## src/rtl/jt10_snd_pkg.sv

```systemverilog
// Shared widths, the stereo sample type and the 16-bit saturation helper
// for the jt10 sound output conditioning stage.
package jt10_snd_pkg;

  localparam int SMP_W      = 16;
  localparam int DCB_W      = 18;
  localparam int GAIN_SHIFT = 3;

  typedef struct packed {
    logic signed [SMP_W-1:0] left;
    logic signed [SMP_W-1:0] right;
  } stereo_t;

  function automatic logic signed [SMP_W-1:0] sat16(input logic signed [31:0] v);
    if (v > 32'sd32767)
      return 16'sh7fff;
    else if (v < -32'sd32768)
      return 16'sh8000;
    else
      return v[SMP_W-1:0];
  endfunction

endpackage

```

## src/rtl/jt10_snd_fifo.sv

```systemverilog
// Synchronous stereo-sample FIFO; the extra pointer bit separates full from
// empty. A push into a full FIFO is accepted only when a pop frees the slot.
module jt10_snd_fifo
  import jt10_snd_pkg::*;
#(
  parameter int FIFO_AW = 2
) (
  input  logic    clk,
  input  logic    rst,
  input  logic    push,
  input  logic    pop,
  input  stereo_t din,
  output logic    full,
  output logic    empty,
  output stereo_t head
);

  localparam int DEPTH = 1 << FIFO_AW;

  stereo_t            mem [DEPTH];
  logic [FIFO_AW:0]   wr_ptr;
  logic [FIFO_AW:0]   rd_ptr;
  logic               do_push;
  logic               do_pop;

  assign empty   = (wr_ptr == rd_ptr);
  assign full    = (wr_ptr[FIFO_AW] != rd_ptr[FIFO_AW]) &&
                   (wr_ptr[FIFO_AW-1:0] == rd_ptr[FIFO_AW-1:0]);
  assign do_pop  = pop && !empty;
  assign do_push = push && (!full || do_pop);

  always_ff @(posedge clk or posedge rst) begin
    if (rst) begin
      wr_ptr <= '0;
      rd_ptr <= '0;
    end else begin
      if (do_push) wr_ptr <= wr_ptr + 1'b1;
      if (do_pop)  rd_ptr <= rd_ptr + 1'b1;
    end
  end

  // NOTE: storage is deliberately not reset; the pointers alone define which entries are live.
  always_ff @(posedge clk) begin
    if (do_push) mem[wr_ptr[FIFO_AW-1:0]] <= din;
  end

  // Forced to zero while empty so the head reads 0 out of reset.
  assign head = empty ? '0 : mem[rd_ptr[FIFO_AW-1:0]];

endmodule

```

## src/rtl/jt10_snd_out.sv

```systemverilog
// YM2610 output conditioning: strobe capture, master volume with saturation,
// optional DC-blocking high-pass, then a valid/ready FIFO with a drop counter.
module jt10_snd_out
  import jt10_snd_pkg::*;
#(
  parameter int FIFO_AW   = 2,
  parameter int DCB_SHIFT = 8
) (
  input  logic                    clk,
  input  logic                    rst,
  input  logic signed [SMP_W-1:0] snd_left,
  input  logic signed [SMP_W-1:0] snd_right,
  input  logic                    snd_sample,
  input  logic [3:0]              vol,
  input  logic                    dcb_en,
  output logic signed [SMP_W-1:0] out_left,
  output logic signed [SMP_W-1:0] out_right,
  output logic                    out_valid,
  input  logic                    out_ready,
  output logic [7:0]              ovf_cnt,
  input  logic                    ovf_clr
);

  localparam int PW  = SMP_W + 5;
  localparam int ACW = DCB_W + 3;

  function automatic logic signed [SMP_W-1:0] apply_gain(
    input logic signed [SMP_W-1:0] x,
    input logic [3:0]              v
  );
    logic signed [PW-1:0] p;
    p = PW'(x) * $signed({{(PW-4){1'b0}}, v});
    return sat16(32'(p >>> GAIN_SHIFT));
  endfunction

  function automatic logic signed [DCB_W-1:0] dcb_next(
    input logic signed [SMP_W-1:0] x,
    input logic signed [SMP_W-1:0] xp,
    input logic signed [DCB_W-1:0] yp
  );
    logic signed [ACW-1:0] acc;
    acc = ACW'(x) - ACW'(xp) + ACW'(yp) - ACW'(yp >>> DCB_SHIFT);
    if (acc > 21'sd131071)
      return 18'sh1ffff;
    else if (acc < -21'sd131072)
      return 18'sh20000;
    else
      return acc[DCB_W-1:0];
  endfunction

  // Edge detect; armed blocks a strobe that was already high at reset release.
  logic smp_l;
  logic armed;
  logic cap;

  assign cap = snd_sample && !smp_l && armed;

  // NOTE: sequential state uses non-blocking assignments so every register samples pre-edge values.
  always_ff @(posedge clk or posedge rst) begin
    if (rst) begin
      smp_l <= 1'b0;
      armed <= 1'b0;
    end else begin
      smp_l <= snd_sample;
      if (!snd_sample) armed <= 1'b1;
    end
  end

  logic       s1_valid;
  stereo_t    s1;
  logic [3:0] s1_vol;

  always_ff @(posedge clk or posedge rst) begin
    if (rst) begin
      s1_valid <= 1'b0;
      s1       <= '0;
      s1_vol   <= '0;
    end else begin
      s1_valid <= cap;
      if (cap) begin
        s1     <= '{left: snd_left, right: snd_right};
        s1_vol <= vol;
      end
    end
  end

  logic    s2_valid;
  stereo_t s2;

  always_ff @(posedge clk or posedge rst) begin
    if (rst) begin
      s2_valid <= 1'b0;
      s2       <= '0;
    end else begin
      s2_valid <= s1_valid;
      if (s1_valid)
        s2 <= '{left: apply_gain(s1.left, s1_vol), right: apply_gain(s1.right, s1_vol)};
    end
  end

  logic                    s3_valid;
  stereo_t                 s3;
  stereo_t                 x_prev;
  logic signed [DCB_W-1:0] y_prev_l;
  logic signed [DCB_W-1:0] y_prev_r;
  logic signed [DCB_W-1:0] y_l;
  logic signed [DCB_W-1:0] y_r;

  // NOTE: every always_comb output is assigned on all paths, so no latch is inferred.
  always_comb begin
    y_l = dcb_next(s2.left,  x_prev.left,  y_prev_l);
    y_r = dcb_next(s2.right, x_prev.right, y_prev_r);
  end

  always_ff @(posedge clk or posedge rst) begin
    if (rst) begin
      s3_valid <= 1'b0;
      s3       <= '0;
      x_prev   <= '0;
      y_prev_l <= '0;
      y_prev_r <= '0;
    end else begin
      s3_valid <= s2_valid;
      if (s2_valid) begin
        x_prev <= s2;
        if (dcb_en) begin
          y_prev_l <= y_l;
          y_prev_r <= y_r;
          s3       <= '{left: sat16(32'(y_l)), right: sat16(32'(y_r))};
        end else begin
          y_prev_l <= '0;
          y_prev_r <= '0;
          s3       <= s2;
        end
      end
    end
  end

  logic    pop;
  logic    full;
  logic    empty;
  logic    drop;
  stereo_t head;

  assign out_valid = !empty;
  assign pop       = out_valid && out_ready;
  assign drop      = s3_valid && full && !pop;
  assign out_left  = head.left;
  assign out_right = head.right;

  jt10_snd_fifo #(
    .FIFO_AW (FIFO_AW)
  ) u_fifo (
    .clk   (clk),
    .rst   (rst),
    .push  (s3_valid),
    .pop   (pop),
    .din   (s3),
    .full  (full),
    .empty (empty),
    .head  (head)
  );

  always_ff @(posedge clk or posedge rst) begin
    if (rst)
      ovf_cnt <= '0;
    else if (ovf_clr)
      ovf_cnt <= '0;
    else if (drop && ovf_cnt != 8'hff)
      ovf_cnt <= ovf_cnt + 8'd1;
  end

endmodule

```

## config.mk

```make
export PLATFORM = sky130hd
export DESIGN_NAME = jt10_snd_out
export DESIGN_NICKNAME = d
export VERILOG_FILES = /design/src/rtl/jt10_snd_pkg.sv /design/src/rtl/jt10_snd_fifo.sv /design/src/rtl/jt10_snd_out.sv
export SDC_FILE = /design/constraint.sdc
export NUM_CORES = 1
export LEC_CHECK = 0
export BUFFER_PORTS_ARGS = -buffer_cell sky130_fd_sc_hd__buf_2
export CAP_MARGIN = 10
export CORE_MARGIN = 5
export CORE_UTILIZATION = 30
export DETAILED_ROUTE_END_ITERATION = 8
export GPL_TIMING_DRIVEN = 0
export PLACE_DENSITY = 0.47
export SKIP_LAST_GASP = 1
export SLEW_MARGIN = 20
export SYNTH_ARGS = -nofsm -noshare
export SYNTH_HDL_FRONTEND = slang
export SYNTH_SLANG_ARGS = --single-unit
```

## constraint.sdc

```tcl
create_clock -name clk -period 8.7 [get_ports clk]
set_input_delay 0.435 -clock clk [delete_from_list [all_inputs] [get_ports clk]]
set_output_delay 0.435 -clock clk [all_outputs]
set_load 0.01 [all_outputs]
```

==> results of run 1 <==
==> per-layer routing <==
layer | track usage [%] | routed length [um] | vias up
met3 | 2.05 | 1850 | 61
met2 | 22.3 | 24200 | 235
met4 | 2.78 | 1040 | 2
li1 | - | - | 7270
met5 | 0 | 13 | -
met1 | 19.0 | 25300 | 7195
==> area by class of cell <==
cell class,count,share of cell area (%)
Buffer,85,1.59
Clock buffer,49,4.02
Clock inverter,16,0.539
Inverter,302,4.68
Multi-Input combinational cell,1370,47.0
Sequential cell,315,35.0
Tap cell,950,4.88
Timing Repair Buffer,87,2.27
==> critical path, cell delays in order, from the launching register on <==
cell and delay, ns:
dfrtp_1 0.45, clkbuf_1 0.25, and2_1 0.22, ha_1 0.27, inv_1 0.05, fa_1 0.53
inv_1 0.05, fa_1 0.47, ha_1 0.39, a21o_1 0.21, a211oi_1 0.44, nor2_1 0.11
or3_1 0.41, a311oi_1 0.53, o21ai_0 0.22, nand2_1 0.17, nand2_1 0.25, o22ai_1 0.22
==> registers in the layout, indices dropped and copies added, names as in the netlist, 3 cells and up <==
name,count
s3,32
s1_vol,4
u_fifo.rd_ptr,3
s1,32
ovf_cnt,8
u_fifo.mem,128
x_prev,32
y_prev_l,18
u_fifo.wr_ptr,3
s2,32
y_prev_r,18
==> timing repair <==
item / in CTS / in global routing
gates resized for setup: 0 / 0
endpoints found under the setup margin: 0 / 0
hold endpoints to repair: 10 / 0
hold buffers: 1 / 0
buffers inserted: 0 / 0
==> per-stage QoR <==
| step | cell area [um^2] | hold WS (ns) | utilization (%) | instances |
|---|---|---|---|---|
| 2_1_floorplan | 21500 | 0.352 | - | 2072 |
| 3_3_place_gp | 23100 | 0.441 | 32.4 | 3102 |
| 3_5_place_dp | 23200 | 0.351 | 32.6 | 3108 |
| 4_1_cts | 24400 | 0.0205 | 34.2 | 3174 |
| 5_1_grt | 24400 | 0.0369 | 34.2 | 3174 |
| 6_report | 24400 | 0.0492 | 34.2 | 3174 |
==> placed cells by master (no fill, tap or decap), drive strengths merged, types with 5 or more instances in the layout <==
| cell type | Yosys | layout |
|---|---|---|
| inv | 302 | 304 |
| nand2 | 205 | 205 |
| dfrtp | 187 | 187 |
| fa | 134 | 134 |
| edfxtp | 128 | 128 |
| a21oi | 123 | 123 |
| ha | 122 | 122 |
| buf | 29 | 115 |
| nor2 | 113 | 113 |
| clkbuf | 56 | 105 |
| and2 | 94 | 94 |
| o21ai | 66 | 66 |
| xnor2 | 52 | 52 |
| nor2b | 47 | 47 |
| o22ai | 41 | 41 |
| mux4 | 32 | 32 |
| a211oi | 31 | 31 |
| mux2 | 30 | 30 |
| a21o | 26 | 26 |
| xor2 | 25 | 25 |
| or3 | 24 | 24 |
| nand3 | 19 | 19 |
| nor3 | 17 | 17 |
| a311oi | 16 | 16 |
| a31oi | 14 | 14 |
| nand2b | 13 | 13 |
| o21a | 13 | 13 |
| nand4 | 11 | 11 |
| and3 | 11 | 11 |
| clkinv | 0 | 11 |
| o211ai | 10 | 10 |
| o21bai | 7 | 7 |
| o2bb2ai | 7 | 7 |
| a41oi | 5 | 5 |
==> worst min-delay path by stage <==
stage | start | endpoint
final | snd_sample | smp_l
after global routing | snd_sample | smp_l
after CTS | snd_sample | smp_l
after detailed placement | rst | smp_l
after global placement | s1_valid | s2_valid
after floorplan | s2_valid | s3_valid
==> logic make-up (layout without fill, tap and decap cells) <==
family / count (synthesis) / after routing
multiplexers: 65 / 65
adder cells (fa/ha/maj): 256 / 256
XOR/XNOR: 77 / 77
buffers and inverters: 387 / 539
flip-flops: 315 / 315
AND/OR/NAND/NOR: 577 / 577
AO/OA/AOI/OAI: 395 / 395
==> impl_metrics.toml, run 1 <==
[outcome]
result_of_the_run = "finished clean"

[synthesis]
synth-seq-cells = 315
synth_compound_gate_area_share_pct = 12.3
postSynthNetCount = 2370
post_synth_num_cell_types = 85
yosys.cell_count.top_type = "inv_1"
synth_sequential_area_ratio_pct = 39.7
avgSynthCellArea_um2 = 10.4
synth.cell_area_mm2 = 0.0215
synth.yosys.warnings = 0
ys_dominant_reg_cell = "dfrtp_1"
yosys.area_share.adder_pct = 19.6
synth.mux.area_fraction_pct = 5.07
netlist_instances = 2072
synth_top_family_by_area = "adder cells"
xor_xnor_share_of_the_synthesized_area_pct = 3.14
yosys-top-cells-count = "inv_1, nand2_1, dfrtp_1"
synth.area.top_cells = "dfrtp_1, edfxtp_1, fa_1, ha_1, inv_1"
synth.top_cell.area_share_pct = 21.8
synth-simple-area-share_pct = 13.1
synth_top_area_cell = "dfrtp_1"
synth-edff-count = 128
synth_async_sr_flop_share_pct = 59.4

[cts]
number_of_buffers_between_clock_root_and_the_deepest_sink = 3
number_of_buffers_inserted_during_clock_tree_synthesis = 36
htree_num_levels = 2
clock_latency_reported_for_the_late_side_of_the_worst_skew_pair_ns = 0.53
clockRootBuffer = "clkbuf_16"
cts.clk_slew.worst_paths_ns = 0.06
numClockSinks = 315
clock_tree_from_tritoncts = "yes"

[critical_path]
worstReg2RegStart = "s1_vol[3]"
timing.critical_path.fanout_max = 10
timing.reg2reg.worst_path_depth = 17
worst-r2r-setup-slack_ns = 3.36
crit_path_end = "s2[28]"
startpoint = "s1_vol[3]"
timing.critical_path.required_ns = 9.12
regToRegEndpoint = "s2[28]"
startpoint_type = "flop"
worst-setup-path-type = "reg -> reg"
crit_arrival_ns = 5.76
critical_path.endpoint_type = "flop"

[detailed_routing]
initialDrtViolationCount = 746
wirelength_routed_mm = 52.3
detail-route-antenna-nets = 0
drcViolationCount = 0
avgViaCountPerCell = 4.65
detail_route.wl_per_cell_um = 16.5
detailroute.via_count = 14800
number_of_optimization_iterations_in_the_first_detailed_route_pass = 5

[die]
top_level_ports = 83
fp.dieW_um = 278
overall_die_area_mm2 = 0.0770
core_area_mm2 = 0.0712
die_y_um = 278
starting_density_of_the_core_pct = 30.1
placement_rows = 98

[final_layout]
multi_input_comb_area_mm2 = 0.0115
area.growth.synth_to_final_pct = 13.5
ff_latch_area_mm2 = 0.00852
drive_gt1_share_pct = 11.8
finish.net_count = 2495
antennaDiodeCount = 0
layout.filler_cells = 7232

[min_path]
min_delay_path_depth = 1
worst_min_delay_path_class = "in -> reg"

[timing]
setup_total_negative_slack_ns = 0
final_hold_viol_count = 0
skew_ns = 0.0275
worstMarginPinSlew_ns = 0.915
timing.fmax_ghz = 0.187
timing.slew.headroom_pct = 39.0
timing.final.crit_share_pct = 61.4
grt_setup_unrepaired = "false"
timing.final.max_slew_violations = 0
minimum_period_implied_by_the_final_worst_setup_slack_ns = 5.34
setup_slack_ns = 3.36
setup-violations-final = 0

[place]
dpl_worst_slack_ns = 3.35
placement.io_buffers = 80
gp_congestion = 0.829
dp.final_hpwl_mm = 41.6

[grt]
number_of_global_route_vias_before_repair = 15500
grt_first_pass_wirelength_mm = 85.3
grt_util_all_layers_pct = 13.5
antenna_found_initial = 2
maximum_number_of_pins_on_one_net_before_global_route_repair = 92
grt-ovfl-total = 0

[flow_run]
max_cap_violations = 0
Power of run 1 is not shown: default switching activity piles up to over one toggle a cycle in this logic, so the estimate is an artifact.
==> run 2: changes to the inputs <==
PLACE_DENSITY = 0.48   (was 0.47)
clock period = 4.85 ns   (was 8.7 ns; I/O delays follow)
==> run 2 against run 1 <==
  * Worst hold slack improved by 0.024 ns
  * Global-route usage grew 0.089 points
  * Utilization rose by 1.6 points
  * Setup slack got worse by 3.2 ns
  * Critical path type unchanged
==> impl_metrics.toml, run 2 (same netlist as run 1, synthesis figures left out) <==
[critical_path]
critical_path.endpoint_type = "flop"
worstReg2RegStart = "s1_vol[3]"
timing.critical_path.fanout_max = 10
startpoint_type = "flop"
regToRegEndpoint = "s2[9]"
crit_arrival_ns = 5.10
worst-r2r-setup-slack_ns = 0.16
timing.critical_path.required_ns = 5.27
timing.reg2reg.worst_path_depth = 18
startpoint = "s1_vol[3]"
worst-setup-path-type = "reg -> reg"

[place]
gp_congestion = 0.853
dpl_cell_area_mm2 = 0.0233
dp.final_hpwl_mm = 41.8
numPlacedInstances = 3112
placement.io_buffers = 80

[final_layout]
layout.cells.non_filler = 3230
final_core_util_pct = 35.8
max_reg_flops = 128
antennaDiodeCount = 0
drive_gt1_share_pct = 15.9
area.growth.synth_to_final_pct = 18.7
mostFrequentLayoutCells = "inv_1, nand2_1, dfrtp_1"
finish.net_count = 2552
most_common_cell_after_layout_fill_and_taps_aside = "inv_1"
final_cell_area_mm2 = 0.0255

[timing]
timing.final.max_slew_violations = 0
final_hold_viol_count = 0
timing.fmax_ghz = 0.213
skew_ns = 0.0229
worstMarginPinSlew_ns = 0.939
timing.final.crit_share_pct = 96.6
grt_setup_unrepaired = "true"
minimum_period_implied_by_the_final_worst_setup_slack_ns = 4.69
timing.slew.headroom_pct = 37.4
setup-violations-final = 0

[grt]
gr-usage-met3_pct = 1.78
groute.layer.met2.usage_pct = 22.8
maximum_number_of_pins_on_one_net_before_global_route_repair = 35
grt-ovfl-total = 0
grt_util_all_layers_pct = 13.6
antenna_found_initial = 1
grt_most_used_layer = "met2"
grt_first_pass_wirelength_mm = 86.1
gr-usage-met1_pct = 19.0
number_of_global_route_vias_before_repair = 15900

[detailed_routing]
number_of_optimization_iterations_in_the_first_detailed_route_pass = 5
wirelength_routed_mm = 53.1
detail-route-antenna-nets = 0
avgViaCountPerCell = 4.69
drcViolationCount = 0
initialDrtViolationCount = 749
detail_route.wl_per_cell_um = 16.4
detailroute.via_count = 15100

[die]
starting_density_of_the_core_pct = 30.1
fp.dieW_um = 278
placement_rows = 98
top_level_ports = 83
core_area_mm2 = 0.0712
overall_die_area_mm2 = 0.0770
die_y_um = 278

[cts]
clock_tree_from_tritoncts = "yes"
htree_num_levels = 2
number_of_buffers_inserted_during_clock_tree_synthesis = 35
clock_latency_reported_for_the_late_side_of_the_worst_skew_pair_ns = 0.53
cts.clk_slew.worst_paths_ns = 0.06
number_of_buffers_between_clock_root_and_the_deepest_sink = 3
numClockSinks = 315
clockRootBuffer = "clkbuf_16"

[flow_run]
max_cap_violations = 0

[outcome]
result_of_the_run = "finished clean"

[min_path]
min_delay_path_depth = 2
holdPathEnd = "ovf_cnt[3]"
worst_min_delay_path_class = "in -> reg"
min-delay-start = "ovf_clr"
[run 2: changes by cell type in the layout (fill, tap and decap cells not counted), moves of 5 or more]
cell and delta:
a311oi_2 +8, a21oi_1 -6, clkinvlp_4 +5, a21oi_2 +5, clkbuf_1 -15, dlygate4sd3_1 +38, a311oi_1 -9, ha_2 +5
ha_4 +8, buf_4 +19, ha_1 -13, buf_6 +6
[run 2: timing repair]
item	in CTS	in global routing
resized for setup	38	71
hold buffers	39	0
cloned	0	1
setup endpoints to repair	29	62
pin swaps	8	22
endpoints found under the hold margin	51	0
buffers inserted	4	14
[run 2: cell type report]
cell class                 count  area, um^2
clock inverter                17         184
buffer                        82         419
tap                          950        1190
timing repair buffer         148        1160
fill                        7090       45800
multi-input combinational   1370       11900
sequential                   315        8530
clock buffer                  46         977
inverter                     302        1140
[run 2: per-stage QoR]
| stage | TNS (ns) | setup WS (ns) | hold WS, ns |
|---|---|---|---|
| 2_1_floorplan | 0 | 0.260 | 0.274 |
| 3_3_place_gp | -10.68 | -0.442 | 0.381 |
| 3_5_place_dp | -11.78 | -0.507 | 0.267 |
| 4_1_cts | -0.0161 | -0.0161 | 0.0484 |
| 5_1_grt | -0.780 | -0.0830 | 0.0817 |
| 6_report | 0 | 0.163 | 0.0735 |
[run 2: worst max-delay path by stage]
| stage | to | slack (ns) |
|---|---|---|
| 2_1_floorplan | s2[29] | 0.26 |
| 3_3_place_gp | s2[17] | -0.44 |
| 6_report | s2[9] | 0.16 |
| 3_5_place_dp | s2[2] | -0.51 |
| 5_1_grt | s2[13] | -0.08 |
| 4_1_cts | s2[2] | -0.02 |
[run 2: metal layers]
layer  vias up  routed length (um)  part of all wire (%)
li1       7386                   -                     -
met2       283               24900                    47
met5         -                   0                     0
met1      7414               25200                    47
met3        65                1930                   3.6
met4         0                1050                   2.0
[run 2: worst max-delay path, cell delays in order (launching register included)]
cell      delay (ns)
dfrtp_2         0.46
buf_6           0.16
and2_1          0.15
ha_1            0.27
inv_1           0.05
fa_1            0.52
inv_1           0.05
fa_1            0.48
ha_2            0.21
or3_1           0.38
a31oi_2         0.17
o21bai_2        0.10
a211o_1         0.37
a22oi_4         0.24
a211oi_1        0.08
a41oi_1         0.17
nand4_1         0.23
buf_6           0.22
a311oi_1        0.26
Power of run 2 is left out for the same reason.
==> run 3: changes to the inputs <==
CTS_BUF_LIST = sky130_fd_sc_hd__clkbuf_2   (was default)
==> run 3 against run 2 <==
  * Die area stayed put
  * Non-clock buffer count is 51 higher
  * Count of clock-buffer cells in the layout is 68 higher
  * Fmax hardly changed
  * Critical endpoint is now s3[25]
==> impl_metrics.toml, run 3 (same netlist as run 1, synthesis figures left out) <==
[final_layout]
mostFrequentLayoutCells = "inv_1, nand2_1, dfrtp_1"
max_reg_flops = 128
layout.filler_cells = 7157
ff_latch_area_mm2 = 0.00853
drive_gt1_share_pct = 18.2
layout.cells.non_filler = 3369
final_core_util_pct = 36.0
area.growth.synth_to_final_pct = 19.3
finish.net_count = 2650
most_common_cell_after_layout_fill_and_taps_aside = "inv_1"
multi_input_comb_area_mm2 = 0.0119

[cts]
clock_latency_reported_for_the_late_side_of_the_worst_skew_pair_ns = 1.01
clock_tree_from_tritoncts = "yes"
numClockSinks = 315
cts.clk_slew.worst_paths_ns = 0.12
number_of_buffers_between_clock_root_and_the_deepest_sink = 3
number_of_buffers_inserted_during_clock_tree_synthesis = 81
clockRootBuffer = "clkbuf_2"
htree_num_levels = 3

[timing]
skew_ns = 0.0951
timing.final.max_slew_violations = 0
worstMarginPinSlew_ns = 0.957
setup-violations-final = 0
minimum_period_implied_by_the_final_worst_setup_slack_ns = 4.69
timing.slew.headroom_pct = 36.2
final_hold_viol_count = 0
timing.final.crit_share_pct = 96.6
timing.fmax_ghz = 0.213
fin_hold_ws_ns = 0.159
setup_slack_ns = 0.163
grt_setup_unrepaired = "true"

[critical_path]
timing.critical_path.fanout_max = 10
cp_common_cell = "fa_1"
number_of_gates_on_the_worst_path_with_buffers_counted = 16
critical-path-slowest-cell = "or4_4"
timing.critical_path.slowest_cell_delay_ns = 0.55
startpoint_type = "flop"
crit_arrival_ns = 5.49
timing.reg2reg.worst_path_depth = 16
timing.critical_path.required_ns = 5.65
critical_path.endpoint_type = "flop"
crit_family = "adder cells"
critical_path.cell_chain = "fa_1, inv_1, fa_1, inv_1, ha_1, fa_1, a211oi_1, o21a_1, a211oi_1, o211ai_1, a21oi_1, xor2_1, or4_4, a21oi_4, buf_12, a21oi_2"
critical_path.n_buffers_inverters = 3
worst-setup-path-type = "reg -> reg"

[die]
die_y_um = 278
top_level_ports = 83
core_area_mm2 = 0.0712
starting_density_of_the_core_pct = 30.1
overall_die_area_mm2 = 0.0770
placement_rows = 98
fp.dieW_um = 278

[place]
placement.io_buffers = 80
dpl_worst_slack_ns = -0.507
numPlacedInstances = 3112
dp.final_hpwl_mm = 41.8
gp_congestion = 0.853

[grt]
grt_first_pass_wirelength_mm = 88.1
gr-usage-met3_pct = 2.52
antenna_found_initial = 2
gr-usage-met1_pct = 19.0
grt_most_used_layer = "met2"
maximum_number_of_pins_on_one_net_before_global_route_repair = 35
grt-ovfl-total = 0
groute.layer.met2.usage_pct = 23.1
number_of_global_route_vias_before_repair = 16500
grt_util_all_layers_pct = 14.0

[outcome]
result_of_the_run = "finished clean"

[detailed_routing]
avgViaCountPerCell = 4.66
detailroute.via_count = 15700
detail_route.wl_per_cell_um = 16.1
detail-route-antenna-nets = 0
wirelength_routed_mm = 54.2
initialDrtViolationCount = 790
drcViolationCount = 0
number_of_optimization_iterations_in_the_first_detailed_route_pass = 5

[flow_run]
max_cap_violations = 0

[min_path]
min_delay_path_depth = 3
worst_min_delay_path_class = "in -> reg"
## run 3: worst paths after layout
path,start,slack [ns],endpoint
hold reg to reg,s1_valid,0.47,s2_valid
max in group asynchronous,rst,3.44,x_prev[29]
min in group asynchronous,rst,0.38,s1[14]
setup / recovery,s2[16],0.16,s3[25]
setup reg to reg,s2[16],0.16,s3[25]
hold / removal,ovf_clr,0.16,ovf_cnt[0]
## run 3: cell type report
class | instances | share of cell area, %
diodes | 2 | 0.0195
repair buffers | 198 | 6.40
well taps | 950 | 4.64
inverters | 302 | 4.44
multi-input cells | 1371 | 46.6
flip-flops and latches | 315 | 33.3
clock inverters | 34 | 0.708
clock buffers | 114 | 2.23
plain buffers | 83 | 1.66
## run 3: layer usage
layer | part of all wire [%] | vias to the layer above
li1 | - | 7645
met1 | 47 | 7662
met2 | 47 | 296
met3 | 4.0 | 101
met4 | 2.4 | 0
met5 | 0 | -
## run 3: per-stage QoR
| stage | cell area, um^2 | setup TNS [ns] |
|---|---|---|
| after global routing | 25600 | -0.173 |
| final | 25600 | 0 |
| after detailed placement | 23300 | -11.78 |
| after floorplan | 21500 | 0 |
| after global placement | 23100 | -10.68 |
| after CTS | 25100 | -0.0210 |
## run 3: what timing repair did
action	CTS	global route
gates resized for setup	37	82
pin swaps	8	32
endpoints found under the setup margin	30	67
hold endpoints to repair	255	0
buffers inserted	6	19
gates cloned	0	3
hold buffers	81	0
## run 3: tightest hold or removal path: stages
cell           delay (ns)
dlygate4sd3_1        0.53
buf_1                0.20
nor2_1               0.14
Power of run 3 is left out for the same reason.
